[config.mk]
export PLATFORM = sky130hd
export DESIGN_NAME = fill_span_writer
export DESIGN_NICKNAME = d
export VERILOG_FILES = /design/src/rtl/fill_pkg.sv /design/src/rtl/fill_pixel_counter.sv /design/src/rtl/fill_span_writer.sv
export SDC_FILE = /design/constraint.sdc
export NUM_CORES = 1
export LEC_CHECK = 0
export CAP_MARGIN = 20
export CORE_UTILIZATION = 55
export CTS_CLUSTER_SIZE = 25
export DETAILED_ROUTE_END_ITERATION = 8
export GPL_TIMING_DRIVEN = 0
export PLACE_DENSITY_LB_ADDON = 0.12
export SLEW_MARGIN = 10
export SYNTH_ARGS = -nofsm -noshare
export SYNTH_HDL_FRONTEND = slang
export SYNTH_SLANG_ARGS = --single-unit
[constraint.sdc]
create_clock -name clk -period 3.36 [get_ports clk]
set_clock_uncertainty 0.15 [all_clocks]
set_input_delay 0.336 -clock clk [delete_from_list [all_inputs] [get_ports clk]]
set_output_delay 0.336 -clock clk [all_outputs]
set_load 0.02 [all_outputs]
[src/rtl/fill_pkg.sv]
// Shared definitions for the fill engine: frame-buffer geometry, bus widths
// and the span-writer state encoding (also used by fill_controller).
package fill_pkg;

  localparam int H_RES   = 640;
  localparam int V_RES   = 480;
  localparam int COLOR_W = 24;
  localparam int ADDR_W  = 19;

  // Coordinate widths on the span request interface.
  localparam int X_W = 10;
  localparam int Y_W = 9;

  typedef enum logic [1:0] {
    IDLE  = 2'd0,
    LOAD  = 2'd1,
    WRITE = 2'd2,
    DONE  = 2'd3
  } span_state_t;

endpackage

[src/rtl/fill_pixel_counter.sv]
// Column counter for one span: loaded with the first and last column,
// advances once per accepted write, flags the last column.
module fill_pixel_counter #(
  parameter int X_W = 10
) (
  input  logic           clk,
  input  logic           rst,
  input  logic           load,
  input  logic [X_W-1:0] start_val,
  input  logic [X_W-1:0] end_val,
  input  logic           enable,
  output logic [X_W-1:0] x,
  output logic           tc
);

  logic [X_W-1:0] x_end;

  // Load the span bounds, then step x on each accepted write; hold at the end.
  always_ff @(posedge clk) begin
    if (rst) begin
      x     <= '0;
      x_end <= '0;
    end else if (load) begin
      x     <= start_val;
      x_end <= end_val;
    end else if (enable && !tc) begin
      x <= x + 1'b1;
    end
  end

  assign tc = (x == x_end);

endmodule

[src/rtl/fill_span_writer.sv]
// Writes one horizontal span of a solid colour into the linear frame buffer,
// one pixel per accepted write, and reports completion with a one-cycle pulse.
module fill_span_writer #(
  parameter int H_RES   = fill_pkg::H_RES,
  parameter int V_RES   = fill_pkg::V_RES,
  parameter int COLOR_W = fill_pkg::COLOR_W,
  parameter int ADDR_W  = fill_pkg::ADDR_W
) (
  input  logic                    clk,
  input  logic                    rst,
  input  logic                    fill_start,
  input  logic [fill_pkg::X_W-1:0] x_left,
  input  logic [fill_pkg::X_W-1:0] x_right,
  input  logic [fill_pkg::Y_W-1:0] y_row,
  input  logic [COLOR_W-1:0]      color,
  input  logic                    wr_ready,
  output logic                    wr_en,
  output logic [ADDR_W-1:0]       wr_addr,
  output logic [COLOR_W-1:0]      wr_data,
  output logic                    fill_done,
  output logic                    busy
);

  import fill_pkg::*;

  localparam int             YL_W  = Y_W + 1;
  localparam logic [X_W-1:0] X_MAX = X_W'(H_RES - 1);
  localparam logic [YL_W-1:0] Y_LIM = YL_W'(V_RES);

  // Row start address; the default 640-wide frame uses 512+128 shifts.
  function automatic logic [ADDR_W-1:0] row_base(input logic [Y_W-1:0] y);
    logic [ADDR_W-1:0] yw;
    yw = ADDR_W'(y);
    if (H_RES == 640) row_base = (yw << 9) + (yw << 7);
    else              row_base = yw * ADDR_W'(H_RES);
  endfunction

  span_state_t        state, state_d;
  logic               start_q, armed;
  logic [X_W-1:0]     xl_q, xr_q;
  logic [Y_W-1:0]     y_q;
  logic [COLOR_W-1:0] color_q;
  logic [ADDR_W-1:0]  base_q;
  logic               trigger, cnt_load, span_ok;
  logic [X_W-1:0]     x_start, x_hi, x_end, x;
  logic               tc;

  // The reset value of start_q is not a real low sample, so a request must
  // be seen low at least once after reset before a rising edge can count.
  assign trigger = fill_start && !start_q && armed;

  // Request edge history plus the span parameters captured when a span starts.
  always_ff @(posedge clk) begin
    if (rst) begin
      start_q <= 1'b0;
      armed   <= 1'b0;
      xl_q    <= '0;
      xr_q    <= '0;
      y_q     <= '0;
      color_q <= '0;
      base_q  <= '0;
    end else begin
      start_q <= fill_start;
      if (!fill_start) armed <= 1'b1;
      if (state == IDLE && trigger) begin
        xl_q    <= x_left;
        xr_q    <= x_right;
        y_q     <= y_row;
        color_q <= color;
      end
      if (state == LOAD) base_q <= row_base(y_q);
    end
  end

  // Order the bounds, clamp the right edge and reject off-screen spans.
  always_comb begin
    x_start = xl_q;
    x_hi    = xr_q;
    if (xl_q > xr_q) begin
      x_start = xr_q;
      x_hi    = xl_q;
    end
    x_end   = (x_hi > X_MAX) ? X_MAX : x_hi;
    span_ok = (x_start <= X_MAX) && ({1'b0, y_q} < Y_LIM);
  end

  fill_pixel_counter #(
    .X_W (X_W)
  ) u_counter (
    .clk       (clk),
    .rst       (rst),
    .load      (cnt_load),
    .start_val (x_start),
    .end_val   (x_end),
    .enable    (wr_en && wr_ready),
    .x         (x),
    .tc        (tc)
  );

  assign wr_addr = base_q + ADDR_W'(x);
  assign wr_data = color_q;

  // State register.
  always_ff @(posedge clk) begin
    if (rst) state <= IDLE;
    else     state <= state_d;
  end

  // Next state and per-state outputs.
  always_comb begin
    state_d   = state;
    wr_en     = 1'b0;
    fill_done = 1'b0;
    busy      = 1'b1;
    cnt_load  = 1'b0;
    case (state)
      IDLE: begin
        busy = 1'b0;
        if (trigger) state_d = LOAD;
      end
      LOAD: begin
        cnt_load = 1'b1;
        state_d  = span_ok ? WRITE : DONE;
      end
      WRITE: begin
        wr_en = 1'b1;
        if (wr_ready && tc) state_d = DONE;
      end
      DONE: begin
        fill_done = 1'b1;
        state_d   = IDLE;
      end
      default: state_d = IDLE;
    endcase
  end

endmodule

# Yosys cells after proc, flatten, opt, wreduce, memory -nomap -nowiden
# Index checks and enable logic that the tools add are counted.
[word_totals]
register_bits = 96
latchBits = 0
ram_bits = 0
rom_bits = 0
inputBits = 57
output_inout_bits = 46
elab_cells = 48
mem_count = 0
[op_classes]
addsub = 3
n_mul = 0
n_div = 0
order_cmp = 4
eq_ne = 6
n_shift = 0
muxes = 13
n_bitwise = 0
reduce_logical = 12
[op_table]
columns = ["cell", "n"]
rows = [
  ["2-to-1 mux 10 bit", 5],
  ["adder 18 x 16 -> 19 bit", 1],
  ["adder 19 x 10 -> 19 bit", 1],
  ["adder 10 x 1 -> 10 bit, second input constant", 1],
  ["equality test 10 bit", 1],
  ["> comparator 10 bit", 1],
  ["> comparator 10 bit, second input constant", 1],
  ["less-or-equal comparator 10 bit, second input constant", 1],
  ["less-than comparator 9 bit, second input constant", 1],
  ["one-hot mux 2 bit (4 select lines)", 1],
  ["logical AND 1 bit", 7],
  ["2-to-1 mux 1 bit", 5],
  ["equality test 2 bit, second input constant", 2],
  ["2-to-1 mux 2 bit", 2],
  ["!= test 2 bit, second input constant", 2],
  ["equality test 2 x 1 -> 1 bit, second input constant", 1],
  ["logical NOT 1 bit", 2],
  ["logical NOT 2 bit", 1],
  ["AND reduction 2 bit", 1],
  ["nonzero test 2 bit", 1],
]

# Logic depth before layout (Yosys ltp)
# Gate-level depths: netlist of run 1.
[depth]
ltp_word = 6
mapped_depth = 9
mapped_depth_nobuf = 9

# Hierarchy
# A second synthesis of run 1 with hierarchy kept.
[unflattened]
cells_unflattened = 591
area_unflattened_um2 = 4747.1
[by_module_without_submodules]
columns = ["mod", "n_inst", "cells_each", "area_each_um2", "seq_area_each_um2"]
rows = [
  ["fill_span_writer", 1, 469, 3641.0, 1381.3],
  ["fill_pixel_counter", 1, 122, 1106.1, 400.4],
]

# Worst setup path after synthesis of run 1
# No wires, ideal clock.
[synth_timing]
path_type = "reg-to-output"
from = "reg u_counter.x[7]"
to = "out wr_addr[15]"
arrival_time_ns = 1.771
t_required_ns = 2.874
path_slack_ns = 1.103
stages_incl_launch_ff = 9
path_buffers = 0
cell_sequence = "dfxtp_1 > ha_1 > inv_1 > fa_1 > inv_1 > a21o_1 > nor2b_1 > nand2_1 > xnor2_1"
[synth_via]
elab_chain_len = 1
[synth_lines]
columns = ["element", "line", "text"]
rows = [
  ["start, declared", "fill_pixel_counter.sv:12", "output logic [X_W-1:0] x,"],
  ["start signal, assigned", "fill_pixel_counter.sv:24", "x <= start_val;"],
  ["start signal, assigned", "fill_pixel_counter.sv:27", "x <= x + 1'b1;"],
  ["adder 19 x 10 -> 19 bit", "fill_span_writer.sv:100", "assign wr_addr = base_q + ADDR_W'(x);"],
  ["end, declared", "fill_span_writer.sv:18", "output logic [ADDR_W-1:0] wr_addr,"],
]
# Every way passes these cells.

# Final worst setup path of run 1
# Same ends and word-level chain as after synthesis.

==> results of run 1 <==
-- power breakdown --
part / switching (W) / total, W / internal, W
sequential: 0.000162 / 0.00136 / 0.00120
clock: 0.000393 / 0.000704 / 0.000312
combinational: 0.000848 / 0.00152 / 0.000668
total: 0.00140 / 0.00358 / 0.00218
-- cell families after synthesis --
group / synth area share (%)
compound gates: 15.2
simple gates: 25.9
xor+xnor: 4.70
fa+ha+maj: 7.58
flops: 38.3
buf+inv: 6.48
mux: 1.94
-- worst max-delay path, cell delays in order (launching register included) --
cell	delay, ns
dfxtp_2	0.39
ha_1	0.18
inv_1	0.06
fa_1	0.40
inv_1	0.07
a21o_1	0.15
nor2b_1	0.18
nand2_1	0.08
xnor2_1	0.14
clkdlybuf4s50_1	0.62
-- what timing repair did --
item | 4_1_cts | 5_1_grt
hold buffers | 0 | 0
gates resized for setup | 0 | 2
endpoints found under the setup margin | 0 | 2
-- state kept, by name, summed over array words and instances (netlist names) --
name	count
u_counter.x_end	10
xr_q	10
state	2
base_q	12
xl_q	10
armed	1
start_q	1
u_counter.x	10
wr_data	24
y_q	9
-- final cells by class --
cell class | count | area share (%)
plain buffers | 37 | 3.28
flip-flops and latches | 89 | 29.7
repair buffers | 101 | 16.9
well taps | 105 | 2.19
clock buffers | 11 | 2.53
multi-input cells | 434 | 42.9
clock inverters | 5 | 0.668
inverters | 28 | 1.75
-- layout by cell type, fill, tap and decap left out, drive strengths merged, types with 13 or more instances in the layout --
master / n
nand2: 133
clkdlybuf4s50: 100
dfxtp: 89
a21oi: 69
nor2: 35
clkbuf: 35
inv: 28
nor3: 28
ha: 25
nand3: 18
xor2: 13
nor4: 13
buf: 13
-- stage by stage --
step | power [W] | utilization [%] | std cells
after floorplan | 0.00241 | - | 588
after global placement | 0.00283 | 70.6 | 794
after detailed placement | 0.00287 | 70.6 | 794
after CTS | 0.00357 | 72.9 | 810
after global routing | 0.00378 | 72.9 | 810
final | 0.00358 | 72.9 | 810
-- final timing paths --
kind / end / slack, ns / depth (start not counted) / startpoint
max: wr_addr[15] / 0.25 / 9 / u_counter.x[7]
min reg2reg: armed / 0.31 / 2 / armed
min: armed / 0.31 / 2 / armed
max reg2reg: u_counter.x[0] / 0.70 / 9 / xr_q[9]
-- layer usage --
metal  up-vias  share of wire [%]  track usage [%]
met5         -                  0                0
met4         0                1.7             10.8
met3        23                7.6             5.83
met2       198                 48             46.8
met1      2078                 43             35.6
li1       2245                  -                -
==> flow_summary_export.csv, run 1 <==
group,metric,value,unit
clock_network,clock_tree.htree_level_count,3,
finish,ff_latch_area,1780,um2
global_route,grt_pass1_vias,4263,
timing,maxSlewHeadroom,58.5,%
finish,num-nets-final,784,
synthesis,synth_area_leaders,"dfxtp_1, nand2_1, a21oi_1",
placed_design,gpl.final_weighted_congestion,0.883,
worst_setup_path,worstPathArrival,2.62,ns
synthesis,ys_async_sr_fraction,0,%
detailed_routing,post_drt_via_cell_ratio,5.61,
power,leakage_power_of_the_design,2.19,nW
floorplan,count_of_boundary_i_o_pins,103,
synthesis,synth_area_leader_cell,"dfxtp_1",
worst_setup_path,required,2.87,ns
synthesis,synth_flop_cell,"dfxtp_1",
clock_network,insertion_delay,0.35,ns
synthesis,synth-seq-cells,89,
timing,post_route_fraction_of_the_period_consumed_by_the_critical_path,92.6,%
detailed_routing,postRouteAntennaNets,0,
placed_design,detailedPlace.worstSlack,0.561,ns
timing,final.min_clock_period,3.11,ns
floorplan,die-width,94.0,um
worst_setup_path,critical_path.startpoint_type,"flip-flop",
finish,final_antenna_diode_count,0,
global_route,grt.overflow.total,0,
timing,finalHoldViolations,0,
synthesis,netlist-cell-type-count,53,
synthesis,synthCells,588,
worst_setup_path,cp-end-kind,"output port",
worst_setup_path,critical_path.max_fanout,5,
clock_network,cts_tree,"done",
detailed_routing,number_of_iterations_in_the_first_detailed_routing_pass,5,
clock_network,clockRootBuffer,"clkbuf_8",
worst_hold_path,worst_min_path_class,"reg -> reg",
synthesis,syn-num-nets,672,
floorplan,dieArea,8840,um2
floorplan,num_rows,33,
clock_network,post-cts-setup-buffer-count,0,
global_route,global_route.usage.total,28.2,%
placed_design,placed_cell_area,5800,um2
synthesis,mappedNetlistArea,4660,um2
synthesis,syn-mean-instance-area,7.92,um2
flow_run,maxCapViolations,0,
finish,post_route_cells_drive_above_1_share,5.82,%
finish,syn2layout_area_growth,28.7,%
detailed_routing,finalWirelength,11.9,mm
finish,fillCellCount,673,
finish,final_cell_area,5990,um2
power,power_density,598,nW/um2
power,peakVddDrop,0.000346,V
global_route,grt_max_degree,16,
timing,final-setup-viol-count,0,
placed_design,numPortBuffers,101,
timing,fin_worst_hold_slack,0.310,ns
clock_network,cts_buffer_depth,2,
synthesis,synthDominantCellAreaShare,38.3,%
clock_network,cts-buffers-inserted,9,
floorplan,chipHeight,94.0,um
detailed_routing,dr_total_vias,4544,
clock_network,tritoncts_num_sinks,89,
global_route,number_of_antenna_violations_at_the_first_check_in_global_routing,0,
timing,slew_violations,0,
synthesis,number_of_enable_flip_flop_cells_after_synthesis,0,
synthesis,yosys_warnings,0,
timing,worstMarginPinSlew,0.621,ns
clock_network,path_clk_slew,0.09,ns
timing,rsz0062_at_grt,"no",
finish,multi_input_area,2570,um2
timing,finalWorstSetupSlack,0.250,ns
synthesis,fraction_of_the_yosys_area_taken_by_sequential_cells,38.3,%
run_status,run_status,"finished clean",
timing,max_clock_freq,322,MHz
synthesis,synthMostInstantiatedCell,"nand2_1",
detailed_routing,detail_route.wl_per_cell,14.7,um
floorplan,initial_core_util,56.7,%
timing,timing.setup.tns,0,ns
placed_design,dpl.hpwl,9.15,mm
global_route,global_route_wire_length_before_repair,19.5,mm
worst_setup_path,worstSetupPathType,"reg -> out",
detailed_routing,post-route-drc-count,0,
synthesis,synthTopCellsByCount,"nand2_1, dfxtp_1, a21oi_1, nor2_1, inv_1",
detailed_routing,detail_route.iter0.violations,263,
floorplan,core,8220,um2
Power figures use the tool's default switching activity.
==> inputs of run 2 (changes only) <==
- CAP_MARGIN: 20 -> 5
==> results of run 2 <==
Final layout, timing and power as in run 1 (identical DEF).
